<file path="config.mk">
export PLATFORM = sky130hd
export DESIGN_NAME = amstrad_mmu_plus
export DESIGN_NICKNAME = d
export VERILOG_FILES = /design/src/rtl/amstrad_mmu_pkg.sv /design/src/rtl/amstrad_mmu_plus_asic_unlock.sv /design/src/rtl/amstrad_mmu_plus.sv
export SDC_FILE = /design/constraint.sdc
export NUM_CORES = 1
export LEC_CHECK = 0
export CAP_MARGIN = 30
export CORE_AREA = 2 2 115 117
export CTS_BUF_LIST = sky130_fd_sc_hd__clkbuf_4
export DETAILED_ROUTE_END_ITERATION = 8
export DIE_AREA = 0 0 117 119
export SKIP_LAST_GASP = 1
export SYNTH_ARGS = -nofsm -noshare
export SYNTH_HDL_FRONTEND = slang
export SYNTH_SLANG_ARGS = --single-unit
export TNS_END_PERCENT = 50
</file>
<file path="constraint.sdc">
create_clock -name CLK -period 5.8 [get_ports CLK]
set_input_delay 0.58 -clock CLK [delete_from_list [all_inputs] [get_ports CLK]]
set_output_delay 0.58 -clock CLK [all_outputs]
set_load 0.05 [all_outputs]
</file>
<file path="src/rtl/amstrad_mmu_pkg.sv">
// Shared constants for the CPC/CPC-Plus memory manager: I/O port codes,
// Gate-Array function codes, lower-ROM location encodings and the ASIC unlock table.
package amstrad_mmu_pkg;

  localparam logic [7:0] PORT_GA   = 8'h7F;
  localparam logic [7:0] PORT_ROM  = 8'hDF;
  localparam logic [7:0] PORT_CRTC = 8'hBC;

  localparam logic [1:0] FN_MMR  = 2'b11;
  localparam logic [2:0] FN_RMR  = 3'b100;
  localparam logic [2:0] FN_RMR2 = 3'b101;

  typedef enum logic [1:0] {
    LOC_Q0   = 2'b00,
    LOC_Q1   = 2'b01,
    LOC_Q2   = 2'b10,
    LOC_ASIC = 2'b11
  } lo_loc_e;

  localparam int PAGE_BASIC  = 1;
  localparam int PAGE_AMSDOS = 3;

  localparam logic [4:0] UNLOCK_LAST = 5'd16;

  function automatic logic [7:0] unlock_byte(input logic [4:0] idx);
    logic [7:0] b;
    case (idx)
      5'd0:    b = 8'hFF;
      5'd1:    b = 8'h00;
      5'd2:    b = 8'hFF;
      5'd3:    b = 8'h77;
      5'd4:    b = 8'hB3;
      5'd5:    b = 8'h51;
      5'd6:    b = 8'hA8;
      5'd7:    b = 8'hD4;
      5'd8:    b = 8'h62;
      5'd9:    b = 8'h39;
      5'd10:   b = 8'h9C;
      5'd11:   b = 8'h46;
      5'd12:   b = 8'h2B;
      5'd13:   b = 8'h15;
      5'd14:   b = 8'h8A;
      5'd15:   b = 8'hCD;
      5'd16:   b = 8'hEE;
      default: b = 8'h00;
    endcase
    return b;
  endfunction

endpackage

</file>
<file path="src/rtl/amstrad_mmu_plus_asic_unlock.sv">
// ASIC unlock sequence tracker: walks the 17-byte table on CRTC-select writes;
// the final byte decides whether the ASIC ends up unlocked or re-locked.
module asic_unlock (
  input  logic       CLK,
  input  logic       reset,
  input  logic       wr_stb,
  input  logic [7:0] D,
  output logic       unlocked
);
  import amstrad_mmu_pkg::*;

  logic [4:0] idx_q, idx_d;
  logic       unlocked_q, unlocked_d;

  always_ff @(posedge CLK) begin
    if (reset) begin
      idx_q      <= 5'd0;
      unlocked_q <= 1'b0;
    end else begin
      idx_q      <= idx_d;
      unlocked_q <= unlocked_d;
    end
  end

  always_comb begin
    idx_d      = idx_q;
    unlocked_d = unlocked_q;
    if (wr_stb) begin
      if (idx_q == UNLOCK_LAST) begin
        unlocked_d = (D == unlock_byte(UNLOCK_LAST));
        idx_d      = 5'd0;
      end else if (D == unlock_byte(idx_q)) begin
        idx_d = idx_q + 5'd1;
      end else begin
        // A stray FF doubles as the first byte of a fresh attempt.
        idx_d = (D == 8'hFF) ? 5'd1 : 5'd0;
      end
    end
  end

  assign unlocked = unlocked_q;

endmodule

</file>
<file path="src/rtl/amstrad_mmu_plus.sv">
// CPC/CPC-Plus memory manager: decodes GA/ROM-select/CRTC writes and registers
// the SDRAM address {cart, page, A[13:0]} for every CPU access.
module amstrad_mmu_plus #(
  parameter int  EXP_BITS  = 3,
  parameter int  CART_BITS = 5,
  localparam int AW = 15 + ((EXP_BITS + 3 > CART_BITS) ? EXP_BITS + 3 : CART_BITS)
) (
  input  logic          CLK,
  input  logic          reset,
  input  logic          ram64k,
  input  logic          romen_n,
  input  logic          io_WR,
  input  logic [15:0]   A,
  input  logic [7:0]    D,
  output logic [AW-1:0] ram_A,
  output logic          asic_sel,
  output logic [1:0]    mode,
  output logic          int_reset,
  output logic          rmr2_now,
  output logic          unlocked
);
  import amstrad_mmu_pkg::*;

  localparam int PW = AW - 15;

  // io_WR is a level; a write is taken once, on the first cycle it is seen high.
  logic io_wr_q, wr_stb;
  assign wr_stb = io_WR & ~io_wr_q;

  logic [2:0]          map_q, map_d;
  logic [EXP_BITS-1:0] bank_q, bank_d;
  logic [1:0]          mode_q, mode_d;
  logic                lo_dis_q, lo_dis_d, hi_dis_q, hi_dis_d;
  lo_loc_e             lo_loc_q, lo_loc_d;
  logic [2:0]          lo_page_q, lo_page_d;
  logic                rmr2_seen_q, rmr2_seen_d;
  logic [7:0]          rom_bank_q, rom_bank_d;
  logic                int_reset_q, int_reset_d, rmr2_now_q, rmr2_now_d;
  logic [AW-1:0]       ram_a_q, ram_a_d;
  logic                asic_q, asic_d;

  asic_unlock u_unlock (
    .CLK      (CLK),
    .reset    (reset),
    .wr_stb   (wr_stb && (A[15:8] == PORT_CRTC)),
    .D        (D),
    .unlocked (unlocked)
  );

  always_comb begin
    map_d       = map_q;
    bank_d      = bank_q;
    mode_d      = mode_q;
    lo_dis_d    = lo_dis_q;
    hi_dis_d    = hi_dis_q;
    lo_loc_d    = lo_loc_q;
    lo_page_d   = lo_page_q;
    rmr2_seen_d = rmr2_seen_q;
    rom_bank_d  = rom_bank_q;
    int_reset_d = 1'b0;
    rmr2_now_d  = 1'b0;
    if (wr_stb && (A[15:8] == PORT_GA)) begin
      if (D[7:6] == FN_MMR) begin
        if (!ram64k) begin
          map_d  = D[2:0];
          bank_d = EXP_BITS'({~A[10:8], D[5:3]});
        end
      end else if (D[7:5] == FN_RMR) begin
        mode_d      = D[1:0];
        lo_dis_d    = D[2];
        hi_dis_d    = D[3];
        int_reset_d = D[4];
      end else if ((D[7:5] == FN_RMR2) && unlocked) begin
        lo_loc_d    = lo_loc_e'(D[4:3]);
        lo_page_d   = D[2:0];
        rmr2_seen_d = 1'b1;
        rmr2_now_d  = 1'b1;
      end
    end
    if (wr_stb && (A[15:8] == PORT_ROM)) rom_bank_d = D;
  end

  logic [1:0]           q, lo_slot, slot, base_page;
  logic                 use_ext;
  logic [EXP_BITS:0]    bank_p1;
  logic [2:0]           lo_rom_page;
  logic [CART_BITS-1:0] hi_page;

  always_comb begin
    q         = A[15:14];
    slot      = q;
    base_page = q;
    use_ext   = 1'b0;
    // 6128 banking: expansion page = 4 + bank*4 + slot = {bank+1, slot}.
    case (map_q)
      3'd0: use_ext = 1'b0;
      3'd1: use_ext = (q == 2'd3);
      3'd2: use_ext = 1'b1;
      3'd3: begin
        if (q == 2'd1) base_page = 2'd3;
        use_ext = (q == 2'd3);
      end
      default: begin
        use_ext = (q == 2'd1);
        slot    = map_q[1:0];
      end
    endcase
    bank_p1 = {1'b0, bank_q} + {{EXP_BITS{1'b0}}, 1'b1};

    case (lo_loc_q)
      LOC_Q1:  lo_slot = 2'd1;
      LOC_Q2:  lo_slot = 2'd2;
      default: lo_slot = 2'd0;
    endcase
    lo_rom_page = (unlocked && rmr2_seen_q) ? lo_page_q : 3'd0;
    if (rom_bank_q[7])            hi_page = rom_bank_q[CART_BITS-1:0];
    else if (rom_bank_q == 8'd7)  hi_page = CART_BITS'(PAGE_AMSDOS);
    else                          hi_page = CART_BITS'(PAGE_BASIC);

    asic_d = unlocked && (lo_loc_q == LOC_ASIC) && (q == 2'd1);
    if (asic_d)                                         ram_a_d = ram_a_q;
    else if (!romen_n && !lo_dis_q && (q == lo_slot))   ram_a_d = {1'b1, PW'(lo_rom_page), A[13:0]};
    else if (!romen_n && !hi_dis_q && (q == 2'd3))      ram_a_d = {1'b1, PW'(hi_page), A[13:0]};
    else if (use_ext)                                   ram_a_d = {1'b0, PW'({bank_p1, slot}), A[13:0]};
    else                                                ram_a_d = {1'b0, PW'(base_page), A[13:0]};
  end

  always_ff @(posedge CLK) begin
    if (reset) begin
      io_wr_q     <= 1'b0;
      map_q       <= 3'd0;
      bank_q      <= '0;
      mode_q      <= 2'b01;
      lo_dis_q    <= 1'b0;
      hi_dis_q    <= 1'b0;
      lo_loc_q    <= LOC_Q0;
      lo_page_q   <= 3'd0;
      rmr2_seen_q <= 1'b0;
      rom_bank_q  <= 8'd0;
      int_reset_q <= 1'b0;
      rmr2_now_q  <= 1'b0;
      ram_a_q     <= '0;
      asic_q      <= 1'b0;
    end else begin
      io_wr_q     <= io_WR;
      map_q       <= map_d;
      bank_q      <= bank_d;
      mode_q      <= mode_d;
      lo_dis_q    <= lo_dis_d;
      hi_dis_q    <= hi_dis_d;
      lo_loc_q    <= lo_loc_d;
      lo_page_q   <= lo_page_d;
      rmr2_seen_q <= rmr2_seen_d;
      rom_bank_q  <= rom_bank_d;
      int_reset_q <= int_reset_d;
      rmr2_now_q  <= rmr2_now_d;
      ram_a_q     <= ram_a_d;
      asic_q      <= asic_d;
    end
  end

  assign ram_A     = ram_a_q;
  assign asic_sel  = asic_q;
  assign mode      = mode_q;
  assign int_reset = int_reset_q;
  assign rmr2_now  = rmr2_now_q;

endmodule

</file>
==> results <==
- The H-tree depth is 3.
- The number of inserted filler cells in the final layout is 1,349.
- The headroom to the max-slew limit is 42.4%.
- For hold timing, the worst endpoint is ram_A[0]$_SDFFE_PP0N_.
- The post-synthesis cell count is 358.
- The number of antenna violations at the first check in global routing is 0.
- The final wirelength is 8160 um.
- The start of the worst register-to-register path is u_unlock.idx_q[0]$_SDFFE_PP0N_.
- The tool flagged a number of max-cap violations equal to 0.
- The slowest cell on the critical path is sky130_fd_sc_hd__clkdlybuf4s50_1.
- The flow ran to the end, and the final reports show no timing, DRC or antenna violations.
- Pin placement for this block handled 56 I/O pins.
- The transition time of the tightest slew-check pin is 0.859 ns.
- In this run the remaining antenna-violating nets after routing total 0.
- Summing over every cut layer, the via total after detailed routing is 2,717.
- The initialized floorplan defines 42 standard-cell rows.
- Along the worst hold path, the cell count comes to 2.
- The number of cell instances on the worst register-to-register path is 9.
- The source of the worst hold timing path is ram_A[0]$_SDFFE_PP0N_.
- The placer's final routability congestion estimate is 0.840.
- The warning count from the yosys run is 0.
- The number of pins exceeding their max-slew limit in the final report is 0.
- The number of setup buffers added after CTS is 0.
- Across every metal layer, demand over resource in global routing totals 12.1%.
- The clock latency on the worst-skew pair is 0.42 ns.
- Counting the buffers created by CTS gives 9.
- The die covers 0.0139 sq mm.
- The total overflow left after global routing is 0.
- Summing all flip-flop and latch instances after layout gives 0.00126 sq mm.
- Counting tap cells, the placed design contains a total of 571 instances.
- The dominant register cell in the synthesized netlist is sky130_fd_sc_hd__dfxtp_1.
- In the synthesized netlist the async set-or-reset flop fraction comes to 0%.
- The cell chosen for the clock root is sky130_fd_sc_hd__clkbuf_4.
- The library cell occupying the most area in the post-synthesis netlist is sky130_fd_sc_hd__dfxtp_1.
- The design draws 822 uW.
- The sort of element at the end of the critical path is a register.
- Setup total negative slack on the finished layout was measured at 0 ns.
- After detailed routing, the average wire length per cell comes to 13.9 um.
- The post-synthesis sequential area ratio is 40.8%.
- The area growth from synthesis to layout is 26.4%.
- The net count of the finished layout is 443.
- The register bit total from synthesis is 63.
- In the layout the commonest cells are sky130_fd_sc_hd__dfxtp_1 (63), sky130_fd_sc_hd__clkdlybuf4s50_1 (54), sky130_fd_sc_hd__nand2_1 (45).
- The total of buffers placed on input and output ports is 55.
- The slack of the worst reg-to-reg path is 3.05 ns.
- The path type of the worst setup path is in -> reg.
- The number of hold buffers added after CTS was 0.
- Setup repair after global routing left no endpoint under its margin.
- Walking the worst path, the cells encountered are clkdlybuf4s50_1, nor4b_4, nand4_2, nor4b_1, or3_1, and2_4, ha_1, inv_1, a2111oi_0, o31ai_1.
- The antenna diode count is 0.
- The shortest period the worst path allows is 3.25 ns.
- The static leakage is 1.42 nW.
- The maximum ir drop on the vdd rail is 61.6 uV.
- The portion of synthesized cell area occupied by the leading cell type is 40.8%.
- The required arrival time at the worst endpoint is 6.08 ns.
- The global-route wire length before repair is 12,900 um.
- The worst setup slack after layout is 2.55 ns.
- The detailed-route DRC error count is 0.
- The arrival time of data at the critical path endpoint is 3.53 ns.
- The type of element launching the critical path is an input pin.
- Along the worst path, the maximum fanout reaches 10.
- The total count of hold-check failures in the final report came to 0.
- On the worst path, the slowest cell contributes a delay of 0.64 ns.
- Timing would allow up to 0.308 GHz.
- The fraction of layout instances using a drive strength above 1 is 7.30%.
- The average size of a mapped cell is 8.63 sq um.
- Broken down by cell family, the worst path's largest delay share belongs to simple AND/OR/NAND/NOR gates.
- OpenSTA, run right after detailed placement, puts the worst setup slack at 2.17 ns.
- The core region is 0.0129 sq mm.
- Once layout is complete, the cells apart from fillers number 587.
- For this configuration, the core starts out at a cell density of 24.0%.
- The height of the chip is 119 um.
- The floorplan die width is 117 um.
- The unique cell type count in the Yosys netlist is 61.
- Synthesis produced a netlist with a net count of 395.
- Summing all multi-input logic gate instances after layout gives 0.00169 sq mm.
- Setup violations remaining at the end of the flow were counted as 0.
- In the post-synthesis netlist, the biggest area contributors are sky130_fd_sc_hd__dfxtp_1 (41%), sky130_fd_sc_hd__mux2i_1 (7.8%), sky130_fd_sc_hd__nand2_1 (5.5%), sky130_fd_sc_hd__nor2_1 (4.9%), sky130_fd_sc_hd__a21oi_1 (4.7%).
- The power density over cell area is 210 mW/mm^2.
- The worst min-delay path class is reg -> reg.
- The maximum number of pins on one net before global-route repair is 52.
- The number of DRC markers after the initial detailed-route iteration is 341.
- In this run the deepest clock path goes through 2 buffers.
- The period utilization is 56.0%.
- The post-cts resize count is 0.
- The library cell used most frequently in the layout, excluding fill and tap cells, is sky130_fd_sc_hd__dfxtp_1.
- The number of sinks driven by the clock tree is 63.
- The first-pass iteration count of the detailed router is 4.
- The clock slew at the register clock pins of the worst setup and hold paths is 0.11 ns.
- The number of global-route vias before repair is 2,550.
- The count of buffering cells on the critical path with inverters included is 2.
- The post-route clock skew is 0.0115 ns.
- After legalization and detailed placement, the total HPWL measured 6000 um.
- The synthesized netlist occupies a cell area of 0.00309 sq mm.
- Counting flops with a built-in enable in the synthesized netlist gives 0.
- TritonCTS built the clock tree.
- The mean number of vias per cell is 4.63.
layer usage:
layer | global-route usage, % | wire length, um | vias up
met2 | 19.4 | 4070 | 76
li1 | - | - | 1374
met3 | 4.07 | 366 | 0
met1 | 15.2 | 3730 | 1267
met4 | 3.60 | 0 | 0
met5 | 0 | 0 | -
worst max-delay path by stage:
stage          start        to  slack (ns)  cells after the start
2_1_floorplan  A[14]  register        3.02                     12
3_3_place_gp   A[15]  register        2.18                     10
3_5_place_dp   A[15]  register        2.17                     10
4_1_cts        A[15]  register        2.64                     10
5_1_grt        A[14]  register        2.36                     10
6_report       A[15]  register        2.55                     10
cell families (layout without fill, tap and decap cells):
family                   after synthesis  after routing  share of synthesized area, %
AND/OR/NAND/NOR                      149            149                          25.0
flip-flops                            63             63                          40.8
buffers and inverters                 32             85                          4.66
adder cells (fa/ha/maj)                8              8                          3.24
XOR/XNOR                              11             11                          3.12
AO/OA/AOI/OAI                         70             70                          15.0
multiplexers                          25             25                          8.14
per-stage QoR:
stage	cell area [sq um]	util, %	hold WS [ns]
4_1_cts	3910	30.3	0.462
6_report	3910	30.3	0.458
2_1_floorplan	3090	-	0.441
3_3_place_gp	3770	29.3	0.438
5_1_grt	3910	30.3	0.477
3_5_place_dp	3770	29.3	0.445
power breakdown:
part | internal [mW] | leakage (nW) | total, mW | switching (mW)
Clock | 0.127 | 0.0691 | 0.291 | 0.164
Combinational | 0.0350 | 0.838 | 0.0883 | 0.0533
Sequential | 0.439 | 0.512 | 0.442 | 0.00320
Total | 0.602 | 1.42 | 0.822 | 0.220
layout make-up:
| class | instances | area share, % |
|---|---|---|
| multi-input combinational | 263 | 43.2 |
| timing repair buffer | 57 | 14.4 |
| tap | 176 | 5.64 |
| sequential | 63 | 32.3 |
| clock buffer | 9 | 1.73 |
| clock inverter | 7 | 1.63 |
| inverter | 12 | 1.19 |
worst register-to-register path: stages (launching register included):
cell and delay [ns]:
sky130_fd_sc_hd__dfxtp_1 0.40, sky130_fd_sc_hd__inv_1 0.09, sky130_fd_sc_hd__ha_1 0.21, sky130_fd_sc_hd__and4bb_2 0.26, sky130_fd_sc_hd__or3b_1 0.34, sky130_fd_sc_hd__nor4_1 0.26, sky130_fd_sc_hd__o21a_1 0.44, sky130_fd_sc_hd__mux2_2 0.39
sky130_fd_sc_hd__o21ai_1 0.13, sky130_fd_sc_hd__a21oi_1 0.09
synthesized netlist by cell type, types with 5 or more instances:
| library cell | n |
|---|---|
| sky130_fd_sc_hd__nand2_1 | 45 |
| sky130_fd_sc_hd__a21oi_1 | 29 |
| sky130_fd_sc_hd__nor2_1 | 40 |
| sky130_fd_sc_hd__clkbuf_1 | 13 |
| sky130_fd_sc_hd__a32o_1 | 6 |
| sky130_fd_sc_hd__nand4_1 | 7 |
| sky130_fd_sc_hd__nand3_1 | 8 |
| sky130_fd_sc_hd__o21ai_0 | 6 |
| sky130_fd_sc_hd__xnor2_1 | 9 |
| sky130_fd_sc_hd__ha_1 | 8 |
| sky130_fd_sc_hd__mux2i_1 | 24 |
| sky130_fd_sc_hd__inv_1 | 11 |
| sky130_fd_sc_hd__dfxtp_1 | 63 |
| sky130_fd_sc_hd__nor3_1 | 5 |
| sky130_fd_sc_hd__a22oi_1 | 6 |
No activity file was read; power rests on OpenSTA's default activity.
